`src/rtl/iter_div_unit.sv`:
```
// Radix-2 restoring divider, signed/unsigned, quotient or remainder; WIDTH cycles accept-to-valid (1 for divide-by-zero/overflow).
// Backpressure: in_ready only in IDLE; the result is held in DONE until out_ready; flush discards any operation in progress.
module iter_div_unit #(
  parameter int WIDTH = 32,
  parameter int CNT_W = $clog2(WIDTH+1)
) (
  input  logic             clk,
  input  logic             reset,
  input  logic             flush,
  input  logic             in_valid,
  output logic             in_ready,
  input  logic             is_unsigned,
  input  logic             use_mod,
  input  logic [WIDTH-1:0] src1,
  input  logic [WIDTH-1:0] src2,
  output logic             out_valid,
  input  logic             out_ready,
  output logic [WIDTH-1:0] result,
  output logic             busy
);

  typedef enum logic [1:0] {IDLE, CALC, DONE} state_t;

  localparam logic [CNT_W-1:0] CNT_INIT = CNT_W'(WIDTH);
  localparam logic [CNT_W-1:0] CNT_ONE  = CNT_W'(1);
  localparam logic [WIDTH-1:0] MIN_NEG  = {1'b1, {(WIDTH-1){1'b0}}};

  state_t           state_q, state_d;
  logic [CNT_W-1:0] cnt_q, cnt_d;
  logic [WIDTH-1:0] rem_q, rem_d, quo_q, quo_d, div_q, div_d, result_q, result_d;
  logic             sign1_q, sign1_d, sign2_q, sign2_d, use_mod_q, use_mod_d;
  logic             special_q, special_d;
  logic             out_valid_q, out_valid_d, in_ready_q, in_ready_d, busy_q, busy_d;

  logic             neg1, neg2, ge;
  logic [WIDTH-1:0] mag1, mag2, rem_nxt, quo_nxt, rem_fix, quo_fix;
  logic [WIDTH:0]   shifted, diff;

  always_comb begin
    neg1    = !is_unsigned && src1[WIDTH-1];
    neg2    = !is_unsigned && src2[WIDTH-1];
    mag1    = neg1 ? -src1 : src1;
    mag2    = neg2 ? -src2 : src2;
    // rem < divisor, so the WIDTH+1-bit difference always has a valid sign bit
    shifted = {rem_q, quo_q[WIDTH-1]};
    diff    = shifted - {1'b0, div_q};
    ge      = !diff[WIDTH];
    rem_nxt = ge ? diff[WIDTH-1:0] : shifted[WIDTH-1:0];
    quo_nxt = {quo_q[WIDTH-2:0], ge};
    quo_fix = (sign1_q ^ sign2_q) ? -quo_nxt : quo_nxt;
    rem_fix = sign1_q ? -rem_nxt : rem_nxt;

    state_d     = state_q;
    cnt_d       = cnt_q;
    rem_d       = rem_q;
    quo_d       = quo_q;
    div_d       = div_q;
    result_d    = result_q;
    sign1_d     = sign1_q;
    sign2_d     = sign2_q;
    use_mod_d   = use_mod_q;
    special_d   = special_q;
    out_valid_d = out_valid_q;

    case (state_q)
      IDLE: begin
        if (in_valid && in_ready_q && !flush) begin
          sign1_d   = neg1;
          sign2_d   = neg2;
          use_mod_d = use_mod;
          quo_d     = mag1;
          div_d     = mag2;
          rem_d     = '0;
          state_d   = CALC;
          // Special cases preload the result and spend one CALC cycle so out_valid rises one edge after accept
          if (src2 == '0) begin
            special_d = 1'b1;
            cnt_d     = CNT_ONE;
            result_d  = use_mod ? src1 : '1;
          end else if (!is_unsigned && src1 == MIN_NEG && src2 == '1) begin
            special_d = 1'b1;
            cnt_d     = CNT_ONE;
            result_d  = use_mod ? '0 : src1;
          end else begin
            special_d = 1'b0;
            cnt_d     = CNT_INIT;
          end
        end
      end
      CALC: begin
        cnt_d = cnt_q - CNT_ONE;
        if (!special_q) begin
          rem_d = rem_nxt;
          quo_d = quo_nxt;
        end
        if (cnt_q == CNT_ONE) begin
          state_d     = DONE;
          out_valid_d = 1'b1;
          if (!special_q) result_d = use_mod_q ? rem_fix : quo_fix;
        end
      end
      DONE: begin
        if (out_ready) begin
          state_d     = IDLE;
          out_valid_d = 1'b0;
        end
      end
      default: state_d = IDLE;
    endcase

    if (flush) begin
      state_d     = IDLE;
      out_valid_d = 1'b0;
    end
    in_ready_d = (state_d == IDLE);
    busy_d     = (state_d != IDLE);
  end

  always_ff @(posedge clk) begin
    if (reset) begin
      state_q     <= IDLE;
      cnt_q       <= '0;
      rem_q       <= '0;
      quo_q       <= '0;
      div_q       <= '0;
      result_q    <= '0;
      sign1_q     <= 1'b0;
      sign2_q     <= 1'b0;
      use_mod_q   <= 1'b0;
      special_q   <= 1'b0;
      out_valid_q <= 1'b0;
      in_ready_q  <= 1'b1;
      busy_q      <= 1'b0;
    end else begin
      state_q     <= state_d;
      cnt_q       <= cnt_d;
      rem_q       <= rem_d;
      quo_q       <= quo_d;
      div_q       <= div_d;
      result_q    <= result_d;
      sign1_q     <= sign1_d;
      sign2_q     <= sign2_d;
      use_mod_q   <= use_mod_d;
      special_q   <= special_d;
      out_valid_q <= out_valid_d;
      in_ready_q  <= in_ready_d;
      busy_q      <= busy_d;
    end
  end

  assign in_ready  = in_ready_q;
  assign out_valid = out_valid_q;
  assign result    = result_q;
  assign busy      = busy_q;

endmodule
```
`config.mk`:
```
export PLATFORM = sky130hd
export DESIGN_NAME = iter_div_unit
export DESIGN_NICKNAME = d
export VERILOG_FILES = /design/src/rtl/iter_div_unit.sv
export SDC_FILE = /design/constraint.sdc
export NUM_CORES = 1
export LEC_CHECK = 0
export ABC_CLOCK_PERIOD_IN_PS = 5800
export BUFFER_PORTS_ARGS = -buffer_cell sky130_fd_sc_hd__buf_2
export CAP_MARGIN = 20
export CELL_PAD_IN_SITES_DETAIL_PLACEMENT = 1
export CELL_PAD_IN_SITES_GLOBAL_PLACEMENT = 2
export CORE_ASPECT_RATIO = 1.1
export CORE_MARGIN = 4
export CORE_UTILIZATION = 30
export DETAILED_ROUTE_END_ITERATION = 10
export PLACE_DENSITY_LB_ADDON = 0.1
export SYNTH_ARGS = -nofsm -noshare
export SYNTH_HDL_FRONTEND = slang
export SYNTH_SLANG_ARGS = --single-unit
```
`constraint.sdc`:
```
create_clock -name clk -period 5.8 [get_ports clk]
set_input_delay 1.16 -clock clk [delete_from_list [all_inputs] [get_ports clk]]
set_output_delay 1.16 -clock clk [all_outputs]
set_load 0.005 [all_outputs]
```
## Word-level counts from Yosys, hierarchy flattened

Cells that the tools add are included.

- Bitwise operators: 1
- Div/mod/pow operators: 0
- Add/sub/neg operators: 6
- Reduce and logical (&&, ||, !) cells: 21
- Multiply operators: 0
- Order comparisons: 0
- Shift-type cells: 0
- Equal/unequal tests: 10
- Mux-type cells: 34

Operator list:

| kind | number |
|---|---|
| $mux W32 | 17 |
| $pmux W32 S2 | 3 |
| $neg A32 Y32 | 4 |
| $eq A32 B32 Y1 const B | 2 |
| $sub A33 B32 Y33 | 1 |
| $logic_not A32 Y1 | 1 |
| $mux W6 | 3 |
| $pmux W6 S2 | 1 |
| $mux W2 | 4 |
| $ne A2 B2 Y1 const B | 4 |
| $eq A6 B1 Y1 const B | 1 |
| $logic_and A1 B1 Y1 | 6 |
| $pmux W2 S3 | 1 |
| $reduce_and A3 Y1 | 2 |
| $reduce_bool A2 Y1 | 3 |
| $sub A6 B1 Y6 const B | 1 |
| $reduce_and A5 Y1 | 1 |
| $logic_not A2 Y1 | 2 |
| $mux W1 | 4 |
| $reduce_and A2 Y1 | 2 |
| $logic_not A1 Y1 | 3 |
| $ne A3 B3 Y1 const B | 1 |
| $eq A2 B1 Y1 const B | 1 |
| $eq A2 B2 Y1 const B | 1 |
| other kinds (3) | 3 |

- Latch bits: 0
- Input port bits: 71
- Memories kept: 0
- RAM bits: 0
- Register bits: 143
- Memory bits (read-only): 0
- Output and inout bits: 35
- Word-level logic and storage cells: 85

## Logic depth before layout (Yosys ltp)

Gate-level depths: netlist of run 1.

- Depth in word-level cells: 8
- Gate-level depth with buffers: 24
- Depth with buffers taken out: 21

## Worst setup path before layout of run 1

No wires, ideal clock.

- Kind: register to register
- Start point: reg quo_q[31]
- End point: reg result_q[30], in the netlist result[30]
- Clock period less this slack: 4.618 ns
- Setup slack: 1.182 ns
- Path buffers: 3
- Stages on the path, launching flop included: 24
- Arrival time: 4.476 ns
- Data required time: 5.659 ns
- Cell sequence: dfxtp_1 > inv_1 > ha_1 > inv_1 > fa_1 > a211oi_2 > nor3_2 > o21ai_1 > a21oi_4 > nor3_2 > nor2_2 > buf_4 > inv_2 > buf_4 > buf_2 > ha_1 > inv_1 > or3_1 > nor4_1 > a21oi_1 > a21oi_1 > xnor2_1 > o311ai_0 > a221oi_1

- Word-level cells in the longest chain between the ends: 8
- Elaborated cells on any way between the ends: 11
- Those cells by class: add/sub (3); mux (7); reduce/logical (1)

Ends and longest elaborated chain:

| item | line | source |
|---|---|---|
| start, declared | 30 | `logic [WIDTH-1:0] rem_q, rem_d, quo_q, quo_d, div_q, div_d, result_q, result_d;` |
| start signal, assigned | 138 | `quo_q <= quo_d;` |
| $sub A33 B32 Y33 | 46 | `diff = shifted - {1'b0, div_q};` |
| $mux W32 / $logic_not A1 Y1 (equally long branches) | 48, 47 |  |
| $neg A32 Y32 (on tied branches) | 51, 50 |  |
| $mux W32 (on tied branches) | 51, 50 |  |
| $mux W32 (*) (2 in series) | 99 | `if (!special_q) result_d = use_mod_q ? rem_fix : quo_fix;` |
| $mux W32 (*) | 96 | `if (cnt_q == CNT_ONE) begin` |
| $pmux W32 S2 (*) | 65 | `case (state_q)` |
| end signal, assigned | 140 | `result_q <= result_d;` |
| end, declared | 30 |  |

Mark *: on every way between the ends. The rest lies on a longest branch, timed or not. The select of a mux whose other input is x is not followed.
A chain may end at the register's enable or synchronous reset.

## Worst setup path in the final report of run 1

Ends and elaborated chain as after synthesis.

==> flow_summary.toml, run 1 <==
[critical_path]
path_class = "flop to flop"
worstSetupEndpoint = "result[30]$_SDFFE_PP0P_"
r2r-end = "result[30]$_SDFFE_PP0P_"
cp.depth = 18
slowest_delay_ns = 0.59
ff2ff_setup_slack_ns = 0.70
endpoint_kind = "flop"
crit_family = "compound AO/OA/AOI/OAI gates"
regToRegStartpoint = "quo_q[31]$_SDFFE_PP0P_"
rr_worst_depth = 18
crit_buf_inv = 3
cp.required_ns = 6.16
startpoint_type = "flop"
crit_start = "quo_q[31]$_SDFFE_PP0P_"
path_cells = "inv_1 -> ha_1 -> inv_1 -> fa_1 -> a211oi_2 -> nor3_2 -> o21ai_1 -> a21oi_4 -> o21a_1 -> nor2_4 -> buf_4 -> mux2i_1 -> ha_1 -> o21ai_2 -> or4_4 -> o31ai_2 -> xor2_1 -> a221oi_1"
cp_max_fo = 39
cp_slowest_cell = "or4_4"
crit_arrival_ns = 5.46

[timing]
tns_ns = 0
final.period_utilization_pct = 87.9
fmax_ghz = 0.196
fin_skew_ns = 0.0151
worstMarginPinSlew_ns = 1.00
setup_viol = 0
rsz0062_at_grt = "no"
fin_crit_ns = 5.10
relSlewSlack_pct = 32.5
hold_viol_final = 0
report.final.slew_viol_count = 0

[cells_and_area]
diodes = 0
final_common_cell = "nor2_1"
final-seq-area_sq_mm = 0.00286
multiInputGateArea_sq_mm = 0.00863
drive_gt1_share_pct = 12.6
final_core_util_pct = 34.1
layout_common_cells = "nor2_1 (247), a21oi_1 (143), dfxtp_1 (143), nand2_1 (125), buf_2 (104)"
syn_to_final_growth_pct = 12.5
fillers = 4934
num-nets-final = 1816

[routing]
drc = 0
first_pass_iters = 5
wire_per_inst_um = 23.2
drtIter0Drc = 589
wl_um = 51700
ant_nets = 0
routed-via-count = 12800
vias_per_cell = 5.72

[placement]
gp_congestion = 0.832
dp_hpwl_um = 40100
io_buffers = 105

[synthesis]
synthArstFlopShare_pct = 0
seq_area_frac_synth_pct = 23.5
synth_compound_area_share_pct = 29.8
synth_cell_types = 94
synth_cells = 1667
synth-simple-area-share_pct = 23.0
avgSynthCellArea_sq_um = 7.30
synth_adder_area_share_pct = 6.15
syn_nets = 1778
synth_top_family_by_area = "compound AO/OA/AOI/OAI gates"
synthMuxAreaShare_pct = 2.52
synth_xor_area_share_pct = 9.07
synth_edf_count = 0
synthFlopType = "dfxtp_1"
ys_seq_elements = 143
ys_warn_count = 0
synth_area_sq_mm = 0.0122

[clock_tree]
cts_tree = "yes"
clkSinkCount = 143
cts_hold_buf = 0
clk_latency_ns = 0.46
cts_setup_buffers = 0
cts_buffers = 17
cts_htree_levels = 4
cts_resized = 0
clk_pin_slew_worst_paths_ns = 0.08
cts_buffer_depth = 2
cts-root-buf = "clkbuf_16"

[pwr]
irDropWorstVdd_mv = 0.188
p_per_area_mw_per_mm2 = 219
leakage_uw = 0.00508

[grt]
grt_start_max_net_pins = 83
grt.overflow.total = 0
grt_usage_pct = 23.6
grt_pass1_vias = 13000
antenna_found_initial = 0
grt_pass1_wl_um = 79900

[floorplan]
die_h_um = 219
design.core.area_sq_mm = 0.0402
io_pins = 106
die_w_um = 200
start_util_pct = 30.3
num_rows = 77
die_area_sq_mm = 0.0438

[run]
max-cap-violations = 0

[run_status]
status = "complete, no violations"

[worst_hold_path]
hp-class = "flop to flop"
[metrics by stage]
step	area (sq um)	total power (uW)	hold slack, ns	worst slack, ns	instances
3_5_place_dp	13100	1900	0.451	0.695	2198
3_3_place_gp	13100	1900	0.447	0.683	2198
5_1_grt	13700	3150	0.495	0.372	2231
2_1_floorplan	12200	1620	0.432	1.18	1667
4_1_cts	13700	3030	0.462	0.742	2230
6_report	13700	2990	0.459	0.702	2231
[power breakdown]
part	switching (uW)	leakage, uW	internal (uW)	total (uW)
Clock	540	0.000278	569	1110
Combinational	538	0.00364	279	817
Sequential	43.3	0.00116	1020	1070
[worst register-to-register path, delay by kind of cell (launching register included)]
kind,cells,cell delay [ns]
xor gates and xnor gates,1,0.11
adders and majority gates,3,0.95
DFF,1,0.34
AOI/OAI and AO/OA,7,1.72
buffers and inverters,3,0.65
and+or+nand+nor,3,0.84
muxes,1,0.38
[metal layers]
layer | GRT usage [%] | share of wire [%]
met3 | 2.66 | 2.3
met2 | 38.1 | 47
met4 | 8.94 | 3.5
met5 | 0 | 0
met1 | 32.2 | 48
[how the worst min path moves through the flow]
stage	start	endpoint	cells after the start
after floorplan	div_q[31]$_SDFFE_PP0P_	div_q[31]$_SDFFE_PP0P_	2
after global placement	div_q[31]$_SDFFE_PP0P_	div_q[31]$_SDFFE_PP0P_	2
after detailed placement	div_q[31]$_SDFFE_PP0P_	div_q[31]$_SDFFE_PP0P_	2
after CTS	div_q[31]$_SDFFE_PP0P_	div_q[31]$_SDFFE_PP0P_	2
after global routing	div_q[31]$_SDFFE_PP0P_	div_q[31]$_SDFFE_PP0P_	2
final	div_q[31]$_SDFFE_PP0P_	div_q[31]$_SDFFE_PP0P_	2
[cell type report]
type	count	area share [%]
clock buffer	17	3.11
tap	513	4.69
inverter	62	1.70
clock inverter	15	1.06
multi-input combinational	1349	63.1
sequential	143	20.9
timing repair buffer	132	5.43
[cells in the mapped netlist (all sizes together) (21+ instances only)]
| master | n | area (sq um) |
|---|---|---|
| nor2 | 250 | 941 |
| o21ai | 94 | 485 |
| a31oi | 38 | 238 |
| xnor2 | 53 | 464 |
| xor2 | 73 | 639 |
| a211oi | 77 | 583 |
| nor3 | 45 | 235 |
| inv | 62 | 233 |
| or3 | 25 | 161 |
| clkbuf | 84 | 315 |
| nand3 | 31 | 155 |
| a21oi | 147 | 766 |
| dfxtp | 143 | 2860 |
| nand2 | 126 | 473 |
| o31ai | 26 | 205 |
| nor4 | 22 | 159 |
| ha | 39 | 488 |
| buf | 29 | 173 |
| maj3 | 24 | 240 |
| nand4 | 21 | 150 |
| mux2i | 25 | 250 |
[flip-flops by register name, summed over array words and instances (netlist names)]
name,flops
state_q,2
sign2_q,1
result,32
rem_q,32
quo_q,32
use_mod_q,1
in_ready,1
special_q,1
cnt_q,6
busy,1
div_q,32
sign1_q,1
out_valid,1
[cell families (layout without fill, tap and decap cells)]
logic type / Yosys count / in the layout
AO/OA/AOI/OAI: 537 / 537
XOR/XNOR: 126 / 126
adder cells (fa/ha/maj): 64 / 64
buffers and inverters: 175 / 226
flip-flops: 143 / 143
multiplexers: 30 / 30
AND/OR/NAND/NOR: 592 / 592
(Power assumes the default switching activity.)
==> run 2: changes to the inputs <==
--- a/config.mk
+++ b/config.mk
@@ -9,7 +9,7 @@
 export BUFFER_PORTS_ARGS = -buffer_cell sky130_fd_sc_hd__buf_2
 export CAP_MARGIN = 20
 export CELL_PAD_IN_SITES_DETAIL_PLACEMENT = 1
-export CELL_PAD_IN_SITES_GLOBAL_PLACEMENT = 2
+export CELL_PAD_IN_SITES_GLOBAL_PLACEMENT = 1
 export CORE_ASPECT_RATIO = 1.1
 export CORE_MARGIN = 4
 export CORE_UTILIZATION = 30
==> flow_summary.toml, run 2 (synthesis gave the netlist of run 1 again) <==
[run_status]
status = "complete, no violations"

[worst_hold_path]
hold_end = "result[14]$_SDFFE_PP0P_"
worstHoldPathCells = 2
hp-class = "flop to flop"
hp-start = "result[14]$_SDFFE_PP0P_"

[routing]
ant_nets = 0
wl_um = 49700
routed-via-count = 12600
vias_per_cell = 5.64
drc = 0
first_pass_iters = 5
wire_per_inst_um = 22.3
drtIter0Drc = 614

[clock_tree]
cts_buffers = 17
clk_latency_ns = 0.46
clkSinkCount = 143
cts-root-buf = "clkbuf_16"
cts_hold_buf = 0
clk_pin_slew_worst_paths_ns = 0.06
cts_htree_levels = 4
cts_buffer_depth = 2
cts_tree = "yes"
cts_resized = 0
cts_setup_buffers = 0

[grt]
grt_pass1_vias = 12700
antenna_found_initial = 0
grt.overflow.total = 0
grt_start_max_net_pins = 80
grt_pass1_wl_um = 76700
grt_usage_pct = 22.5

[pwr]
p_total_uw = 3070
irDropWorstVdd_mv = 0.218
p_per_area_mw_per_mm2 = 224
leakage_uw = 0.00508

[critical_path]
endpoint_kind = "flop"
crit_arrival_ns = 5.68
path_class = "flop to flop"
regToRegStartpoint = "quo_q[31]$_SDFFE_PP0P_"
cp_max_fo = 39
rr_worst_depth = 19
startpoint_type = "flop"
cp.required_ns = 6.16
r2r-end = "result[30]$_SDFFE_PP0P_"
ff2ff_setup_slack_ns = 0.48

[cells_and_area]
layout_common_cells = "nor2_1 (247), a21oi_1 (143), dfxtp_1 (143), nand2_1 (125), buf_2 (104)"
finalNonFillerCells = 2225
final_common_cell = "nor2_1"
final_area_sq_mm = 0.0137
drive_gt1_share_pct = 12.3
num-nets-final = 1811
syn_to_final_growth_pct = 12.5
diodes = 0

[timing]
tns_ns = 0
fin_skew_ns = 0.0127
report.final.slew_viol_count = 0
worstMarginPinSlew_ns = 1.25
relSlewSlack_pct = 15.7
hold_viol_final = 0
setup_viol = 0
rsz0062_at_grt = "no"
final.period_utilization_pct = 91.8
fmax_ghz = 0.188
fin_crit_ns = 5.32

[placement]
dp_hpwl_um = 38400
dp.cells = 2194
gp_congestion = 0.831
placed_area_sq_mm = 0.0131
io_buffers = 105

[floorplan]
io_pins = 106
start_util_pct = 30.3
num_rows = 77
design.core.area_sq_mm = 0.0402
die_w_um = 200
die_h_um = 219
die_area_sq_mm = 0.0438

[run]
max-cap-violations = 0
[run 2: power by group]
part	internal, uW	leakage (uW)	switching [uW]	total (uW)
Combinational	277	0.00361	533	810
Sequential	1020	0.00116	43.9	1070
Clock	717	0.000305	474	1190
Total	2020	0.00508	1050	3070
[run 2: worst max-delay path, cell delays in order, from the launching register on]
cell and delay (ns):
dfxtp_1 0.33, inv_1 0.08, ha_1 0.17, inv_1 0.05, fa_1 0.47, a211oi_2 0.31, nor3_2 0.06, buf_4 0.15
o21ai_1 0.38, a21oi_4 0.14, o21a_1 0.24, nor2_4 0.15, buf_4 0.51, mux2i_1 0.42, ha_1 0.30, o21ai_2 0.18
or4_4 0.60, o31ai_2 0.25, xor2_1 0.12, a221oi_1 0.29
[run 2: layout make-up]
type / instances / area, sq um
Fill cell: 4947 / 26500
Clock buffer: 21 / 480
Sequential cell: 143 / 2860
Clock inverter: 10 / 135
Timing Repair Buffer: 127 / 701
Multi-Input combinational cell: 1349 / 8630
Inverter: 62 / 233
Tap cell: 513 / 642
[run 2: worst max-delay path by stage]
stage | slack (ns) | cells after the start | to | startpoint
finish | 0.48 | 19 | result[30]$_SDFFE_PP0P_ | quo_q[31]$_SDFFE_PP0P_
global route | 0.05 | 19 | result[30]$_SDFFE_PP0P_ | quo_q[31]$_SDFFE_PP0P_
CTS | 0.48 | 19 | result[30]$_SDFFE_PP0P_ | quo_q[31]$_SDFFE_PP0P_
detailed placement | 0.51 | 19 | result[30]$_SDFFE_PP0P_ | quo_q[31]$_SDFFE_PP0P_
global placement | 0.28 | 11 | result[27]$_SDFFE_PP0P_ | src1[28]
floorplan | 1.18 | 23 | result[30]$_SDFFE_PP0P_ | quo_q[31]$_SDFFE_PP0P_
[run 2: routing by layer]
metal / part of all wire [%] / global-route usage [%] / vias up
met5: 0 / 0 / -
met4: 2.5 / 6.63 / 0
met3: 2.8 / 2.84 / 50
met2: 47 / 37.5 / 207
met1: 47 / 30.5 / 6125
li1: - / - / 6177
[run 2: through the flow]
| step | hold WS [ns] | setup WS, ns | util [%] |
|---|---|---|---|
| 2_1_floorplan | 0.432 | 1.18 | - |
| 3_3_place_gp | 0.449 | 0.284 | 32.5 |
| 3_5_place_dp | 0.450 | 0.513 | 32.5 |
| 4_1_cts | 0.460 | 0.477 | 34.1 |
| 5_1_grt | 0.490 | 0.0490 | 34.1 |
| 6_report | 0.456 | 0.478 | 34.1 |
